<file path="src/rtl/point_update_sequencer_pkg.sv">
// rtl/point_update_sequencer_pkg.sv - shared types and default widths for the point update sequencer
package point_update_sequencer_pkg;

  localparam int DEF_NUM_POINTS     = 8;
  localparam int DEF_POSITION_SIZE  = 8;
  localparam int DEF_VELOCITY_SIZE  = 8;
  localparam int DEF_TIMEOUT_CYCLES = 255;
  localparam int TIMEOUT_COUNT_W    = 8;

  localparam logic [1:0] ST_IDLE  = 2'd0;
  localparam logic [1:0] ST_ISSUE = 2'd1;
  localparam logic [1:0] ST_WAIT  = 2'd2;
  localparam logic [1:0] ST_NEXT  = 2'd3;

  typedef enum logic [1:0] {
    IDLE  = ST_IDLE,
    ISSUE = ST_ISSUE,
    WAIT  = ST_WAIT,
    NEXT  = ST_NEXT
  } seq_state_t;

  typedef struct packed {
    logic [DEF_POSITION_SIZE-1:0] pos_x;
    logic [DEF_POSITION_SIZE-1:0] pos_y;
    logic [DEF_VELOCITY_SIZE-1:0] vel_x;
    logic [DEF_VELOCITY_SIZE-1:0] vel_y;
  } point_t;

  function automatic int idx_width(input int n);
    return (n > 1) ? $clog2(n) : 1;
  endfunction

endpackage

</file>
<file path="src/rtl/point_regfile.sv">
// rtl/point_regfile.sv - point state storage: one sync write, one registered read, one async operand read
module point_regfile
  import point_update_sequencer_pkg::*;
#(
  parameter int NUM_POINTS    = DEF_NUM_POINTS,
  parameter int POSITION_SIZE = DEF_POSITION_SIZE,
  parameter int VELOCITY_SIZE = DEF_VELOCITY_SIZE,
  localparam int IDXW         = idx_width(NUM_POINTS)
) (
  input  logic                     clk_i,
  input  logic                     rst_i,
  input  logic                     wr_en_i,
  input  logic [IDXW-1:0]          wr_idx_i,
  input  logic [POSITION_SIZE-1:0] wr_pos_x_i,
  input  logic [POSITION_SIZE-1:0] wr_pos_y_i,
  input  logic [VELOCITY_SIZE-1:0] wr_vel_x_i,
  input  logic [VELOCITY_SIZE-1:0] wr_vel_y_i,
  input  logic [IDXW-1:0]          rd_idx_i,
  output logic [POSITION_SIZE-1:0] rd_pos_x_o,
  output logic [POSITION_SIZE-1:0] rd_pos_y_o,
  output logic [VELOCITY_SIZE-1:0] rd_vel_x_o,
  output logic [VELOCITY_SIZE-1:0] rd_vel_y_o,
  input  logic [IDXW-1:0]          op_idx_i,
  output logic [POSITION_SIZE-1:0] op_pos_x_o,
  output logic [POSITION_SIZE-1:0] op_pos_y_o,
  output logic [VELOCITY_SIZE-1:0] op_vel_x_o,
  output logic [VELOCITY_SIZE-1:0] op_vel_y_o
);

  localparam logic [IDXW:0] NUM_W = (IDXW+1)'(NUM_POINTS);

  logic [POSITION_SIZE-1:0] pos_x_q [NUM_POINTS];
  logic [POSITION_SIZE-1:0] pos_y_q [NUM_POINTS];
  logic [VELOCITY_SIZE-1:0] vel_x_q [NUM_POINTS];
  logic [VELOCITY_SIZE-1:0] vel_y_q [NUM_POINTS];

  logic rd_ok;
  assign rd_ok = ({1'b0, rd_idx_i} < NUM_W);

  always_ff @(posedge clk_i) begin
    if (rst_i) begin
      for (int i = 0; i < NUM_POINTS; i++) begin
        pos_x_q[i] <= '0;
        pos_y_q[i] <= '0;
        vel_x_q[i] <= '0;
        vel_y_q[i] <= '0;
      end
      rd_pos_x_o <= '0;
      rd_pos_y_o <= '0;
      rd_vel_x_o <= '0;
      rd_vel_y_o <= '0;
    end else begin
      if (wr_en_i) begin
        pos_x_q[wr_idx_i] <= wr_pos_x_i;
        pos_y_q[wr_idx_i] <= wr_pos_y_i;
        vel_x_q[wr_idx_i] <= wr_vel_x_i;
        vel_y_q[wr_idx_i] <= wr_vel_y_i;
      end
      // Read returns the stored value before any same-edge write.
      rd_pos_x_o <= rd_ok ? pos_x_q[rd_idx_i] : '0;
      rd_pos_y_o <= rd_ok ? pos_y_q[rd_idx_i] : '0;
      rd_vel_x_o <= rd_ok ? vel_x_q[rd_idx_i] : '0;
      rd_vel_y_o <= rd_ok ? vel_y_q[rd_idx_i] : '0;
    end
  end

  assign op_pos_x_o = pos_x_q[op_idx_i];
  assign op_pos_y_o = pos_y_q[op_idx_i];
  assign op_vel_x_o = vel_x_q[op_idx_i];
  assign op_vel_y_o = vel_y_q[op_idx_i];

endmodule

</file>
<file path="src/rtl/point_update_sequencer.sv">
// rtl/point_update_sequencer.sv - steps one shared update_point unit across all mass points with a watchdog
module point_update_sequencer
  import point_update_sequencer_pkg::*;
#(
  parameter int NUM_POINTS     = DEF_NUM_POINTS,
  parameter int POSITION_SIZE  = DEF_POSITION_SIZE,
  parameter int VELOCITY_SIZE  = DEF_VELOCITY_SIZE,
  parameter int TIMEOUT_CYCLES = DEF_TIMEOUT_CYCLES,
  localparam int IDXW          = idx_width(NUM_POINTS)
) (
  input  logic                       clk_in,
  input  logic                       rst_in,
  input  logic                       step_in,
  output logic                       busy_out,
  output logic                       done_out,
  output logic [TIMEOUT_COUNT_W-1:0] timeout_count_out,
  input  logic                       wr_en_in,
  input  logic [IDXW-1:0]            wr_idx_in,
  input  logic [POSITION_SIZE-1:0]   wr_pos_x_in,
  input  logic [POSITION_SIZE-1:0]   wr_pos_y_in,
  input  logic [VELOCITY_SIZE-1:0]   wr_vel_x_in,
  input  logic [VELOCITY_SIZE-1:0]   wr_vel_y_in,
  input  logic [IDXW-1:0]            rd_idx_in,
  output logic [POSITION_SIZE-1:0]   rd_pos_x_out,
  output logic [POSITION_SIZE-1:0]   rd_pos_y_out,
  output logic [VELOCITY_SIZE-1:0]   rd_vel_x_out,
  output logic [VELOCITY_SIZE-1:0]   rd_vel_y_out,
  output logic                       up_begin_out,
  output logic [POSITION_SIZE-1:0]   up_pos_x_out,
  output logic [POSITION_SIZE-1:0]   up_pos_y_out,
  output logic [VELOCITY_SIZE-1:0]   up_vel_x_out,
  output logic [VELOCITY_SIZE-1:0]   up_vel_y_out,
  input  logic                       up_result_in,
  input  logic [POSITION_SIZE-1:0]   up_new_pos_x_in,
  input  logic [POSITION_SIZE-1:0]   up_new_pos_y_in,
  input  logic [VELOCITY_SIZE-1:0]   up_new_vel_x_in,
  input  logic [VELOCITY_SIZE-1:0]   up_new_vel_y_in
);

  localparam int              WDW      = $clog2(TIMEOUT_CYCLES + 1);
  localparam logic [WDW-1:0]  WD_LAST  = WDW'(TIMEOUT_CYCLES - 1);
  localparam logic [IDXW-1:0] IDX_LAST = IDXW'(NUM_POINTS - 1);
  localparam logic [IDXW:0]   NUM_W    = (IDXW+1)'(NUM_POINTS);

  seq_state_t                 state_q, state_d;
  logic [IDXW-1:0]            idx_q, idx_d;
  logic [WDW-1:0]             wd_q, wd_d;
  logic [TIMEOUT_COUNT_W-1:0] to_cnt_q, to_cnt_d;
  logic                       busy_q, busy_d, done_q, done_d;
  logic [POSITION_SIZE-1:0]   op_px_q, op_px_d, op_py_q, op_py_d;
  logic [VELOCITY_SIZE-1:0]   op_vx_q, op_vx_d, op_vy_q, op_vy_d;

  logic                     host_wr, res_wr, rf_we, bypass;
  logic [IDXW-1:0]          rf_widx, op_idx;
  logic [POSITION_SIZE-1:0] rf_px, rf_py, rf_op_px, rf_op_py, nxt_px, nxt_py;
  logic [VELOCITY_SIZE-1:0] rf_vx, rf_vy, rf_op_vx, rf_op_vy, nxt_vx, nxt_vy;

  // Host writes only land in IDLE, results only in WAIT, so the port is never contended.
  assign host_wr = (state_q == IDLE) && wr_en_in && ({1'b0, wr_idx_in} < NUM_W);
  assign res_wr  = (state_q == WAIT) && up_result_in;
  assign rf_we   = host_wr || res_wr;
  assign rf_widx = res_wr ? idx_q : wr_idx_in;
  assign rf_px   = res_wr ? up_new_pos_x_in : wr_pos_x_in;
  assign rf_py   = res_wr ? up_new_pos_y_in : wr_pos_y_in;
  assign rf_vx   = res_wr ? up_new_vel_x_in : wr_vel_x_in;
  assign rf_vy   = res_wr ? up_new_vel_y_in : wr_vel_y_in;

  // A write coincident with step acceptance must be visible in point 0's operands.
  assign op_idx = (state_q == NEXT) ? idx_q + 1'b1 : '0;
  assign bypass = host_wr && (wr_idx_in == op_idx);
  assign nxt_px = bypass ? wr_pos_x_in : rf_op_px;
  assign nxt_py = bypass ? wr_pos_y_in : rf_op_py;
  assign nxt_vx = bypass ? wr_vel_x_in : rf_op_vx;
  assign nxt_vy = bypass ? wr_vel_y_in : rf_op_vy;

  point_regfile #(
    .NUM_POINTS   (NUM_POINTS),
    .POSITION_SIZE(POSITION_SIZE),
    .VELOCITY_SIZE(VELOCITY_SIZE)
  ) u_regfile (
    .clk_i     (clk_in),
    .rst_i     (rst_in),
    .wr_en_i   (rf_we),
    .wr_idx_i  (rf_widx),
    .wr_pos_x_i(rf_px),
    .wr_pos_y_i(rf_py),
    .wr_vel_x_i(rf_vx),
    .wr_vel_y_i(rf_vy),
    .rd_idx_i  (rd_idx_in),
    .rd_pos_x_o(rd_pos_x_out),
    .rd_pos_y_o(rd_pos_y_out),
    .rd_vel_x_o(rd_vel_x_out),
    .rd_vel_y_o(rd_vel_y_out),
    .op_idx_i  (op_idx),
    .op_pos_x_o(rf_op_px),
    .op_pos_y_o(rf_op_py),
    .op_vel_x_o(rf_op_vx),
    .op_vel_y_o(rf_op_vy)
  );

  always_comb begin
    state_d  = state_q;
    idx_d    = idx_q;
    wd_d     = wd_q;
    to_cnt_d = to_cnt_q;
    busy_d   = busy_q;
    done_d   = 1'b0;
    op_px_d  = op_px_q;
    op_py_d  = op_py_q;
    op_vx_d  = op_vx_q;
    op_vy_d  = op_vy_q;
    case (state_q)
      IDLE: begin
        if (step_in) begin
          state_d = ISSUE;
          busy_d  = 1'b1;
          idx_d   = '0;
          op_px_d = nxt_px;
          op_py_d = nxt_py;
          op_vx_d = nxt_vx;
          op_vy_d = nxt_vy;
        end
      end
      ISSUE: begin
        wd_d    = '0;
        state_d = WAIT;
      end
      WAIT: begin
        wd_d = wd_q + 1'b1;
        // A result arriving on the expiry cycle wins over the timeout.
        if (up_result_in) begin
          state_d = NEXT;
        end else if (wd_q == WD_LAST) begin
          state_d = NEXT;
          if (to_cnt_q != '1) to_cnt_d = to_cnt_q + 1'b1;
        end
      end
      NEXT: begin
        if (idx_q == IDX_LAST) begin
          idx_d   = '0;
          done_d  = 1'b1;
          busy_d  = 1'b0;
          state_d = IDLE;
        end else begin
          idx_d   = idx_q + 1'b1;
          op_px_d = nxt_px;
          op_py_d = nxt_py;
          op_vx_d = nxt_vx;
          op_vy_d = nxt_vy;
          state_d = ISSUE;
        end
      end
      default: state_d = IDLE;
    endcase
  end

  always_ff @(posedge clk_in) begin
    if (rst_in) begin
      state_q  <= IDLE;
      idx_q    <= '0;
      wd_q     <= '0;
      to_cnt_q <= '0;
      busy_q   <= 1'b0;
      done_q   <= 1'b0;
      op_px_q  <= '0;
      op_py_q  <= '0;
      op_vx_q  <= '0;
      op_vy_q  <= '0;
    end else begin
      state_q  <= state_d;
      idx_q    <= idx_d;
      wd_q     <= wd_d;
      to_cnt_q <= to_cnt_d;
      busy_q   <= busy_d;
      done_q   <= done_d;
      op_px_q  <= op_px_d;
      op_py_q  <= op_py_d;
      op_vx_q  <= op_vx_d;
      op_vy_q  <= op_vy_d;
    end
  end

  assign busy_out          = busy_q;
  assign done_out          = done_q;
  assign timeout_count_out = to_cnt_q;
  assign up_begin_out      = (state_q == ISSUE);
  assign up_pos_x_out      = op_px_q;
  assign up_pos_y_out      = op_py_q;
  assign up_vel_x_out      = op_vx_q;
  assign up_vel_y_out      = op_vy_q;

endmodule

</file>
<file path="config.mk">
export PLATFORM = sky130hd
export DESIGN_NAME = point_update_sequencer
export DESIGN_NICKNAME = d
export VERILOG_FILES = /design/src/rtl/point_update_sequencer_pkg.sv /design/src/rtl/point_regfile.sv /design/src/rtl/point_update_sequencer.sv
export SDC_FILE = /design/constraint.sdc
export NUM_CORES = 1
export LEC_CHECK = 0
export CORE_AREA = 10 10 190 263
export CTS_CLUSTER_DIAMETER = 100
export DETAILED_ROUTE_END_ITERATION = 12
export DIE_AREA = 0 0 200 273
export GPL_TIMING_DRIVEN = 0
export PLACE_DENSITY_LB_ADDON = 0.3
export SETUP_SLACK_MARGIN = 0.15
export SYNTH_ARGS = -nofsm -noshare
export SYNTH_HDL_FRONTEND = slang
export SYNTH_HIERARCHICAL = 1
export SYNTH_SLANG_ARGS = --single-unit
</file>
<file path="constraint.sdc">
create_clock -name clk_in -period 5.66 [get_ports clk_in]
set_clock_uncertainty 0.1 [all_clocks]
set_input_delay 1.698 -clock clk_in [delete_from_list [all_inputs] [get_ports clk_in]]
set_output_delay 1.698 -clock clk_in [all_outputs]
set_load 0.02 [all_outputs]
</file>
==> run summary, run 1 <==
Nets = 1531
final hold viol count = 0
Yosys warning count = 6
WHS Path Cells = 2
first-pass GRT wire length = 85830 um
Syn Std Cell Area = 0.01783 mm^2
post-cts resize count = 5
DRC Markers = 0
Critical Path End Type = register
worst reg-to-reg setup slack = 1.51 ns
worst-skew pair later-pin latency = 0.54 ns
setup_tns = 0 ns
total power draw = 7.450 mW
EDFF count, synth = 256
pwr/cell area = 349.8 mW/mm^2
gr usage total = 21.65%
Final period util = 89.21%
Slew headroom = 21.80%
RSZ-0062 raised after global routing = no
post-CTS setup buffer count = 0
CTS tree = built
1st-pass router iterations = 5
Routability Congestion = 0.8578
Post-Syn Nets = 1346
fmax = 198.0 MHz
# setup viols final = 0
CTS Buffer Depth = 3
Post-DP HPWL = 39930 um
Cells after Synth = 1261
CP Max Fanout = 32
Cell Area, Placed = 0.02006 mm^2
grt ovf = 0
Clock Sink Count = 343
CTS Buf Count = 37
vias = 12160
area grow syn2layout = 19.46%
vias in the first global route = 12670
Post-Layout Cell Count = 2084
ant diodes = 0
metal3 WL = 4797 um
CTS Root Cell = clkbuf_16
max capacitance violation total = 0
worst-case reg-to-reg path depth = 8
final core utilization = 47.33%
Pleak = 7.682 nW
antenna violations before repair = 0
worst vdd ir = 0.1905 mV
DIE AREA = 0.05460 mm^2
largest net degree at the start of global routing = 33
finished layout cell area = 0.02130 mm^2
synthesized area per cell = 14.14 um^2
number of synthesized register bits = 343
via/cell ratio = 5.833
Placed Cells incl. Taps = 2018
CTS clk-pin slew, worst paths = 0.06 ns
Final ANT Viol Nets = 0
IO Count = 150
Fin Hold WS = 0.3919 ns
worst slew pin tran = 1.173 ns
share of cells above drive strength 1 = 18.19%
wire length on met1 = 21610 um
hold crit path type = reg2reg
max layer used = met4
met2 wire length = 31000 um
H-tree depth = 2
setup ws final = 0.6107 ns
Final min period = 5.049 ns
Worst Setup Path Type = in2reg
Final Max Tran Viols = 0
initial cell density of the core = 39.62%
status = finished clean
Core Area = 0.04501 mm^2
ys async rst share = 0%
sequential-to-total area share from yosys stat = 52.88%
WP data arrival = 5.11 ns
# hold bufs at CTS = 0
WL/cell = 28.76 um
startpoint types = input pin
DR iter-0 viols = 1197
I/O Buffers = 146
dpl ws = -0.6808 ns
Worst Path Required = 5.72 ns
Row Count = 92
final WL = 59930 um
Most used DFF post-synth = edfxtp_1
Die Y = 273 um
Yosys cell types = 51
Die Wd = 200 um
cell usage after synthesis, types with 2 or more instances:
cell	instances	area, um^2
and2_1	259	1620
edfxtp_1	256	7687
mux4_2	88	1982
dfxtp_1	87	1742
nor2_1	86	322.8
mux2_2	70	788.3
clkbuf_1	54	202.7
mux4_1	40	1051
a211oi_1	34	255.2
mux2i_1	33	330.3
nand3b_1	33	247.7
o21bai_1	33	247.7
a2111oi_0	32	280.3
nand2_1	13	48.80
buf_1	12	45.04
a21oi_1	11	55.05
buf_6	10	112.6
clkbuf_2	10	50.05
ha_1	10	125.1
buf_2	9	45.04
o21ai_0	8	40.04
or2_2	8	50.05
buf_4	7	52.55
inv_1	6	22.52
xor2_1	6	52.55
and3_1	5	31.28
nand4_1	5	31.28
nand2b_1	4	25.02
nand3_1	4	20.02
or3_1	4	25.02
nand4b_1	2	17.52
nor2b_1	2	12.51
xnor2_1	2	17.52
sequential cells by signal (all words and copies together) (netlist names):
name and count:
u_regfile/rd_vel_x_o 8, u_regfile/pos_y_q 64, u_regfile/vel_x_q 64, u_regfile/rd_pos_y_o 8, up_pos_y_out 8, u_regfile/vel_y_q 64, timeout_count_out 8, done_out 1
busy_out 1, up_pos_x_out 8, up_vel_y_out 8, u_regfile/rd_pos_x_o 8, u_regfile/pos_x_q 64, up_vel_x_out 8, idx_q 3, wd_q 8
u_regfile/rd_vel_y_o 8, state_q 2
cell families after synthesis:
logic type / synth area share, %
buffers and inverters: 2.975
xor gates and xnor gates: 0.3930
DFF: 52.88
and+or+nand+nor: 14.20
AOI/OAI and AO/OA: 5.572
muxes: 23.28
adders and majority gates: 0.7017
power by group:
part	switching, mW	internal, mW	total, mW
Combinational	1.08	0.749	1.83
Clock	1.04	1.46	2.50
Sequential	0.148	2.97	3.12
area by class of cell:
cell class | count | area, um^2
flip-flops and latches | 343 | 9429
plain buffers | 102 | 509.2
clock buffers | 48 | 1020
fillers | 3942 | 23710
clock inverters | 18 | 210.2
repair buffers | 146 | 1461
multi-input cells | 810 | 7884
well taps | 611 | 764.5
inverters | 6 | 22.52
metal layers:
metal  vias to the layer above  global-route usage, %
met2                       691                  38.40
met4                         0                  9.527
met1                      6113                  24.79
met5                         -                      0
li1                       5214                      -
met3                       139                  3.924
path summary, 6_finish.rpt:
check | startpoint | end
max | up_result_in | u_regfile/vel_x_q[4][0]
min | wd_q[7] | wd_q[7]
max reg2reg | state_q[0] | u_regfile/vel_x_q[4][0]
min reg2reg | wd_q[7] | wd_q[7]
layout by cell type, fill, tap and decap left out, drive strengths merged, types with 13 or more instances in the layout:
cell / synthesis / final
a2111oi: 33 / 33
mux2: 70 / 70
mux4: 128 / 128
clkdlybuf4s50: 0 / 146
mux2i: 33 / 33
a211oi: 34 / 34
edfxtp: 256 / 256
and2: 259 / 259
dfxtp: 87 / 87
nand3b: 33 / 33
nand2: 13 / 13
nor2: 86 / 86
buf: 38 / 38
clkbuf: 64 / 112
o21bai: 33 / 33
worst max-delay path, cell delays in order:
cell and delay (ns):
clkdlybuf4s50_1 0.44, nand2_1 0.47, clkbuf_2 0.52, mux2_2 0.44, or3b_4 0.43, nor2_1 0.40
or2_4 0.69
(Power assumes the default switching activity.)
==> inputs of run 2 (changes only) <==
==> constraint.sdc (replaced) <==
create_clock -name clk_in -period 4.52 [get_ports clk_in]
set_clock_uncertainty 0.1 [all_clocks]
set_input_delay 1.356 -clock clk_in [delete_from_list [all_inputs] [get_ports clk_in]]
set_output_delay 1.356 -clock clk_in [all_outputs]
set_load 0.02 [all_outputs]
==> run 2 against run 1 <==
Compared with the run above: flip-flop and latch count is the same; critical path depth is 1 higher; sequential share of layout area down 0.073 points; sequential power up 25%; worst hold slack about the same; wire length grew 0.59%; register-to-register slack worse by 0.82 ns.
==> run summary, run 2 (same netlist as run 1, synthesis figures left out) <==
Net Sw Frac = 30.41%
CTS Buf Count = 37
initial cell density of the core = 39.62%
Core Area = 0.04501 mm^2
share of cells above drive strength 1 = 18.50%
startpoint types = input pin
grt ovf = 0
worst-skew pair later-pin latency = 0.55 ns
1st-pass router iterations = 5
max capacitance violation total = 0
Worst Setup Path Type = in2reg
DIE AREA = 0.05460 mm^2
Die Y = 273 um
Final ANT Viol Nets = 0
commonest non-fill, non-tap cell in the layout = and2_1
Row Count = 92
Critical Path End Type = register
clock share of power = 33.6%
CTS Buffer Depth = 3
I/O Buffers = 146
combinational power share = 24.6%
worst reg-to-reg setup slack = 0.69 ns
Clock Sink Count = 343
via/cell ratio = 5.848
Final min period = 4.392 ns
Fin Hold WS = 0.3919 ns
Worst Path Required = 4.83 ns
vias in the first global route = 12730
total power draw = 9.334 mW
Final Max Tran Viols = 0
Int Pwr = 6.496 mW
Die Wd = 200 um
RSZ-0062 raised after global routing = yes
CTS Root Cell = clkbuf_16
worst slew pin tran = 1.170 ns
area grow syn2layout = 19.65%
final WL = 60280 um
sw power = 2.838 mW
gr usage total = 21.72%
hold crit path type = reg2reg
status = finished clean
WP data arrival = 4.70 ns
antenna violations before repair = 0
Pleak = 7.700 nW
H-tree depth = 2
WL/cell = 28.88 um
post-CTS setup buffer count = 0
DRC Markers = 0
fmax = 227.7 MHz
sequential share of power = 41.9%
Post-DP HPWL = 39930 um
Routability Congestion = 0.8578
IO Count = 150
ant diodes = 0
Slew headroom = 22.02%
commonest cells after routing, fill and taps aside = and2_1, edfxtp_1, clkdlybuf4s50_1, mux4_2, dfxtp_1
# setup viols final = 0
first-pass GRT wire length = 85950 um
vias = 12200
pwr/cell area = 437.5 mW/mm^2
final hold viol count = 0
CTS tree = built
DR iter-0 viols = 1225
Final period util = 97.18%
largest net degree at the start of global routing = 33
worst vdd ir = 0.2300 mV
Nets = 1534
CP Max Fanout = 10
CTS clk-pin slew, worst paths = 0.06 ns
==> run 2: critical path, stage by stage <==
cell,delay [ns]
clkdlybuf4s50_1,0.45
nand2_2,0.31
clkbuf_4,0.40
mux2_2,0.43
or3b_4,0.43
nor3_2,0.31
clkbuf_1,0.75
and2_1,0.24
==> run 2: metal layers <==
metal  vias to the layer above  wire (um)  GRT usage (%)
li1                       5214          -              -
met1                      6190      22010          24.83
met2                       627      30720          37.96
met3                       173       4552          4.133
met4                         0       3006          10.65
met5                         -          0              0
==> run 2: path summary, 6_finish.rpt <==
kind / start / cells after the start / to
max: up_result_in / 8 / u_regfile/pos_x_q[0][4]
min: wd_q[7] / 2 / wd_q[7]
max reg2reg: state_q[0] / 9 / u_regfile/pos_x_q[0][4]
min reg2reg: wd_q[7] / 2 / wd_q[7]
==> run 2: area by class of cell <==
class | instances | area, um^2
buffer | 102 | 513.0
fill | 3938 | 23670
clock inverter | 18 | 210.2
inverter | 6 | 22.52
timing repair buffer | 146 | 1461
clock buffer | 48 | 1020
tap | 611 | 764.5
sequential | 343 | 9429
multi-input combinational | 813 | 7915
==> run 2: repair_timing <==
item                                    in CTS  in global routing
gates cloned                                 2                  1
pin swaps                                    1                  1
hold endpoints to repair                     0                  0
resized for setup                           11                  2
endpoints found under the setup margin     496                 87
hold buffers                                 0                  0
==> run 2: metrics by stage <==
step | setup WS, ns | TNS (ns) | util (%) | instance area (um^2) | std cells
2_1_floorplan | 0.5955 | 0 | - | 17830 | 1261
3_3_place_gp | -1.520 | -524.27 | 44.56 | 20060 | 2018
3_5_place_dp | -1.479 | -511.50 | 44.56 | 20060 | 2018
4_1_cts | 0.1849 | 0 | 47.38 | 21320 | 2086
5_1_grt | 0.1122 | 0 | 47.40 | 21340 | 2087
6_report | 0.1275 | 0 | 47.40 | 21340 | 2087
==> run 2: power by group through the flow <==
stage | clock network (mW) | registers, mW | logic, mW
after CTS | 3.16 | 3.91 | 2.28
after global placement | 0 | 3.96 | 2.24
after detailed placement | 0 | 3.97 | 2.26
after floorplan | 0 | 4.06 | 1.19
after global routing | 3.29 | 3.93 | 2.42
final | 3.13 | 3.91 | 2.29
